### src/rtl/rst_seq_ctrl.sv
// ----------------------------------------------------------------------------
// rst_seq_ctrl
//   Power-on / soft reset sequencer. Once the PLL has been locked for
//   STRETCH_CYCLES consecutive cycles it releases the DDR2 interface reset.
//   After DDR2 calibration completes it releases the Wishbone fabric reset,
//   and CPU_DELAY cycles later it releases the CPU reset. If calibration does
//   not complete within CALIB_TIMEOUT cycles it parks in FAULT. Losing lock or
//   an accepted software request re-runs the sequence.
//
// Ports
//   wb_clk            in   system clock, rising edge
//   wb_rst            in   synchronous active-high reset
//   locked_mcm        in   PLL lock (async, synchronised here)
//   ddr2_calib_done_i in   DDR2 calibration done (async, synchronised here)
//   sw_rst_req_i      in   one-cycle software reset request
//   sw_rst_ack_o      out  one-cycle pulse, request accepted
//   ddr2_if_rst_o     out  DDR2 interface reset, active-high
//   wb_rst_o          out  Wishbone fabric reset, active-high
//   cpu_rst_o         out  CPU reset, active-high
//   fault_o           out  sticky calibration-timeout flag
//   state_o           out  current state encoding (debug)
// ----------------------------------------------------------------------------
module rst_seq_ctrl #(
    parameter int STRETCH_CYCLES = 16,
    parameter int CALIB_TIMEOUT  = 65535,
    parameter int CPU_DELAY      = 8
) (
    input  logic       wb_clk,
    input  logic       wb_rst,
    input  logic       locked_mcm,
    input  logic       ddr2_calib_done_i,
    input  logic       sw_rst_req_i,
    output logic       sw_rst_ack_o,
    output logic       ddr2_if_rst_o,
    output logic       wb_rst_o,
    output logic       cpu_rst_o,
    output logic       fault_o,
    output logic [2:0] state_o
);

    localparam int MAX_AB  = (STRETCH_CYCLES > CALIB_TIMEOUT) ? STRETCH_CYCLES : CALIB_TIMEOUT;
    localparam int MAX_CNT = (MAX_AB > CPU_DELAY) ? MAX_AB : CPU_DELAY;
    localparam int CNT_W   = (MAX_CNT > 1) ? $clog2(MAX_CNT) : 1;

    // Terminal counts; the counter is cleared on every state change, so it
    // never reaches past the largest of these and cannot wrap.
    localparam logic [CNT_W-1:0] STRETCH_LAST = CNT_W'(STRETCH_CYCLES - 1);
    localparam logic [CNT_W-1:0] CALIB_LAST   = CNT_W'(CALIB_TIMEOUT - 1);
    localparam logic [CNT_W-1:0] CPU_LAST     = CNT_W'(CPU_DELAY - 1);

    typedef enum logic [2:0] {
        WAIT_LOCK   = 3'd0,
        STRETCH     = 3'd1,
        WAIT_CALIB  = 3'd2,
        RELEASE_WB  = 3'd3,
        RELEASE_CPU = 3'd4,
        RUN         = 3'd5,
        FAULT       = 3'd6
    } state_e;

    state_e             state_q, state_d;
    logic [CNT_W-1:0]   cnt_q, cnt_d;
    logic               fault_q, fault_d;
    logic               ack_q, ack_d;
    logic               ddr_rst_q, ddr_rst_d;
    logic               wb_rst_q, wb_rst_d;
    logic               cpu_rst_q, cpu_rst_d;

    // Two-flop synchronisers for the asynchronous status inputs
    logic               lock_meta_q, lock_s_q;
    logic               calib_meta_q, calib_s_q;

    always_comb begin
        state_d = state_q;
        cnt_d   = cnt_q;
        fault_d = fault_q;
        ack_d   = 1'b0;

        // Lock loss overrides everything (including a software request),
        // except in FAULT which only a software request or wb_rst leaves.
        if (state_q != FAULT && !lock_s_q) begin
            state_d = WAIT_LOCK;
            cnt_d   = '0;
        end else begin
            unique case (state_q)
                WAIT_LOCK: begin
                    state_d = STRETCH;
                    cnt_d   = '0;
                end
                STRETCH: begin
                    if (cnt_q == STRETCH_LAST) begin
                        state_d = WAIT_CALIB;
                        cnt_d   = '0;
                    end else begin
                        cnt_d = cnt_q + CNT_W'(1);
                    end
                end
                WAIT_CALIB: begin
                    if (calib_s_q) begin
                        state_d = RELEASE_WB;
                        cnt_d   = '0;
                    end else if (cnt_q == CALIB_LAST) begin
                        state_d = FAULT;
                        cnt_d   = '0;
                        fault_d = 1'b1;
                    end else begin
                        cnt_d = cnt_q + CNT_W'(1);
                    end
                end
                RELEASE_WB: begin
                    if (cnt_q == CPU_LAST) begin
                        state_d = RELEASE_CPU;
                        cnt_d   = '0;
                    end else begin
                        cnt_d = cnt_q + CNT_W'(1);
                    end
                end
                RELEASE_CPU: begin
                    state_d = RUN;
                end
                RUN: begin
                    if (sw_rst_req_i) begin
                        state_d = STRETCH;
                        cnt_d   = '0;
                        ack_d   = 1'b1;
                    end
                end
                FAULT: begin
                    if (sw_rst_req_i && lock_s_q) begin
                        state_d = STRETCH;
                        cnt_d   = '0;
                        fault_d = 1'b0;
                        ack_d   = 1'b1;
                    end
                end
                default: begin
                    state_d = WAIT_LOCK;
                    cnt_d   = '0;
                end
            endcase
        end

        // Reset outputs are decoded from the next state so they change on
        // the same edge as the state they belong to.
        ddr_rst_d = 1'b1;
        wb_rst_d  = 1'b1;
        cpu_rst_d = 1'b1;
        unique case (state_d)
            WAIT_CALIB: begin
                ddr_rst_d = 1'b0;
            end
            RELEASE_WB: begin
                ddr_rst_d = 1'b0;
                wb_rst_d  = 1'b0;
            end
            RELEASE_CPU, RUN: begin
                ddr_rst_d = 1'b0;
                wb_rst_d  = 1'b0;
                cpu_rst_d = 1'b0;
            end
            default: ;
        endcase
    end

    always_ff @(posedge wb_clk) begin
        if (wb_rst) begin
            state_q      <= WAIT_LOCK;
            cnt_q        <= '0;
            fault_q      <= 1'b0;
            ack_q        <= 1'b0;
            ddr_rst_q    <= 1'b1;
            wb_rst_q     <= 1'b1;
            cpu_rst_q    <= 1'b1;
            lock_meta_q  <= 1'b0;
            lock_s_q     <= 1'b0;
            calib_meta_q <= 1'b0;
            calib_s_q    <= 1'b0;
        end else begin
            state_q      <= state_d;
            cnt_q        <= cnt_d;
            fault_q      <= fault_d;
            ack_q        <= ack_d;
            ddr_rst_q    <= ddr_rst_d;
            wb_rst_q     <= wb_rst_d;
            cpu_rst_q    <= cpu_rst_d;
            lock_meta_q  <= locked_mcm;
            lock_s_q     <= lock_meta_q;
            calib_meta_q <= ddr2_calib_done_i;
            calib_s_q    <= calib_meta_q;
        end
    end

    assign sw_rst_ack_o  = ack_q;
    assign ddr2_if_rst_o = ddr_rst_q;
    assign wb_rst_o      = wb_rst_q;
    assign cpu_rst_o     = cpu_rst_q;
    assign fault_o       = fault_q;
    assign state_o       = state_q;

endmodule

### config.mk
export PLATFORM = sky130hd
export DESIGN_NAME = rst_seq_ctrl
export DESIGN_NICKNAME = d
export VERILOG_FILES = /design/src/rtl/rst_seq_ctrl.sv
export SDC_FILE = /design/constraint.sdc
export NUM_CORES = 1
export LEC_CHECK = 0
export BUFFER_PORTS_ARGS = -buffer_cell sky130_fd_sc_hd__buf_4
export CAP_MARGIN = 20
export CORE_UTILIZATION = 58
export DETAILED_ROUTE_END_ITERATION = 8
export PLACE_DENSITY = 0.74
export SYNTH_ARGS = -nofsm -noshare
export SYNTH_HDL_FRONTEND = slang
export SYNTH_SLANG_ARGS = --single-unit
### constraint.sdc
create_clock -name wb_clk -period 2.5 [get_ports wb_clk]
set_input_delay 0.25 -clock wb_clk [delete_from_list [all_inputs] [get_ports wb_clk]]
set_output_delay 0.25 -clock wb_clk [all_outputs]
set_load 0.01 [all_outputs]
==> results by group <==
Setup path
  • RR Endpoint: cnt_q[11]
  • Crit path max fanout: 10
  • Worst Path Arrival: 2.36 ns
  • R2r worst-path depth: 6
  • Kind of critical path: flip-flop to flip-flop
  • Endpoint type of the worst setup path: flip-flop
  • CP Data Required Time: 2.74 ns
  • Reg2reg start: cnt_q[0]
  • Worst reg-to-reg setup slack: 0.37 ns
  • Worst setup SP type: flip-flop

Detailed routing
  • Routed via count: 1226
  • Max layer used: met4
  • Metal1 wirelength: 1.38 mm
  • Met2 Routed Length: 1.50 mm
  • DR WL met3: 94 um
  • Initial drt markers: 15
  • Drt first pass iters: 4
  • Vias per cell: 5.95
  • Drt wl/cell: 14.6 um
  • Final WL: 3.00 mm
  • Remaining DRCs: 0
  • Routed Antenna Nets: 0

Run status
  • Status: completed

Synth
  • Post-synth EDFFs: 0
  • Synth Cell Area: 0.00150 mm^2
  • Ys flop type: dfxtp_1
  • Yosys cell types: 45
  • Cells after Synth: 170
  • Post-synth top cells: dfxtp_1, nand2_1, nor2_1, a21oi_1, nor3_1
  • Yosys reg bits: 28
  • Syn avg cell area: 8.82 um^2
  • Register area share after synthesis: 37.4%
  • Top cell type's share of synthesized area: 37.4%
  • Top-count cell post-synth: dfxtp_1
  • YS warnings: 0
  • Mapped Nets: 177
  • Synth area leader: dfxtp_1
  • Ys async rst share: 0%
  • Ranking of synthesized cells by area: dfxtp_1, nand2_1, xnor2_1

Timing
  • Final number of max-transition violations: 0
  • Count of final setup violators: 0
  • Final period util: 85.0%
  • Max_slew headroom: 60.6%
  • Final worst setup slack: 0.375 ns
  • Worst slew pin tran: 0.591 ns
  • Clock Skew: 0.00680 ns
  • Final min period: 2.13 ns
  • Final Hold Viols: 0
  • Sum Neg Setup Slack: 0 ns
  • RSZ-0062 raised after global routing: false
  • Maximum clock rate: 0.471 GHz

Clocking
  • Clock buffer depth: 2
  • CTS tree: built
  • Clk pin slew, worst setup/hold paths: 0.15 ns
  • Hold Buf Count CTS: 0
  • Root Driver: clkbuf_4
  • H-tree Lvls: 1
  • CTS Buf Count: 3
  • CTS Sinks: 28
  • Post_cts resized: 0
  • Post-CTS Setup Inserts: 0
  • Clk Latency, worst-skew pair: 0.34 ns

GRT
  • Total global routing overflow: 0
  • First-pass GRT wire length: 4.95 mm
  • Initial antenna violation count: 0
  • Largest net degree at the start of global routing: 17
  • Vias in the first global route: 1119
  • All-layer global routing usage: 24.1%

Power
  • Net Sw Frac: 19.4%
  • Sw Pwr: 150 uW
  • Pleak: 0.544 nW
  • Internal power: 621 uW
  • Clk pwr share: 38.8%
  • Peak VDD IR: 0.000392 V
  • Power per standard cell area: 480 mW/mm^2
  • Reg power frac: 58.7%
  • Combinational power share: 2.4%

Finish
  • Antenna fix cells: 0
  • Register area: 561 um^2
  • Final nets: 184
  • Fillers: 199
  • Area Overhead vs Synth: 7.18%
  • Ratio of cells with drive above 1 in the final layout: 15.3%
  • Area of the multi-input gates: 855 um^2

Floorplanning
  • Io pins: 13
  • Die span in x: 52.8 um
  • Placeable Area: 0.00245 mm^2
  • Rows: 18
  • Die Height: 52.8 um
  • Die area: 0.00279 mm^2
  • Initial Utilization: 61.1%

Placement
  • Gp weighted congestion: 0.859
  • IO Port Bufs: 12
  • Dpl ws: 0.378 ns
  • Placed wire-length estimate: 2.22 mm

Flow run
  • Max Cap Viol: 0

Worst hold path
  • Worst Hold Class: primary input to flip-flop
  • WHS Endpoint: calib_meta_q
  • HP Start: ddr2_calib_done_i
  • Hold depth: 2
==> worst max-delay path: stages (launching register included) <==
cell and delay, ns:
dfxtp_1 0.44, ha_1 0.25, nor4b_2 0.27, nand4_1 0.17
o21a_1 0.36, o31ai_4 0.44, nor2_1 0.09
==> cell usage in the layout, fill, tap and decap left out, types with 3 or more instances in the layout <==
cell type	count
clkbuf_4	3
inv_1	3
nand4_1	5
nand3_1	9
dfxtp_1	28
o21ai_1	4
o21a_1	3
nand2_1	14
nor2b_1	6
xor2_1	6
o21bai_1	3
xnor2_1	6
and3_1	3
buf_4	12
nor3_1	10
a21oi_1	10
nor2_1	13
o22ai_1	5
a211oi_1	3
==> power by group through the flow <==
stage | sequential (mW) | combinational [mW] | clock, mW
6_report | 0.453 | 0.0189 | 0.299
5_1_grt | 0.454 | 0.0201 | 0.319
4_1_cts | 0.453 | 0.0189 | 0.301
3_5_place_dp | 0.462 | 0.0189 | 0
3_3_place_gp | 0.462 | 0.0184 | 0
2_1_floorplan | 0.462 | 0.0119 | 0
==> cell type report <==
class,instances,share of cell area (%)
tap,30,2.34
clock inverter,1,1.87
multi-input combinational,129,53.2
inverter,3,0.701
timing repair buffer,12,5.61
clock buffer,3,1.40
sequential,28,34.9
==> metrics by stage <==
stage	utilization, %	hold slack [ns]	cell area (um^2)	cells	power [mW]
detailed placement	63.3	0.439	1550	202	0.481
floorplan	-	0.378	1500	170	0.473
global placement	63.3	0.426	1550	202	0.481
finish	65.4	0.122	1610	206	0.771
CTS	65.4	0.117	1610	206	0.772
global route	65.4	0.102	1610	206	0.793
==> flip-flops by register name, indices dropped and copies added (netlist names) <==
register / cells
cpu_rst_o: 1
cnt_q: 16
state_o: 3
calib_s_q: 1
fault_o: 1
lock_meta_q: 1
wb_rst_o: 1
sw_rst_ack_o: 1
lock_s_q: 1
calib_meta_q: 1
ddr2_if_rst_o: 1
==> routing by layer <==
metal  vias to the layer above  track usage [%]
li1                        621                -
met1                       577             30.6
met2                        24             41.1
met3                         4             5.51
met4                         0             4.82
met5                         -                0
==> worst max path at each step <==
stage,slack [ns],depth (start not counted),to,start
finish,0.37,6,cnt_q[11],cnt_q[0]
global route,0.21,6,cnt_q[15],cnt_q[0]
CTS,0.36,6,cnt_q[7],cnt_q[0]
detailed placement,0.38,6,cnt_q[9],cnt_q[0]
global placement,0.50,6,cnt_q[11],cnt_q[0]
floorplan,0.69,7,cnt_q[10],cnt_q[0]
==> kinds of logic after synthesis <==
logic type | after synthesis | share of synthesized area [%]
AOI/OAI and AO/OA | 35 | 15.9
xor gates and xnor gates | 12 | 7.01
adders and majority gates | 2 | 1.67
buffers and inverters | 13 | 5.59
DFF | 28 | 37.4
and+or+nand+nor | 80 | 32.5
No activity file was read; power rests on OpenSTA's default activity.
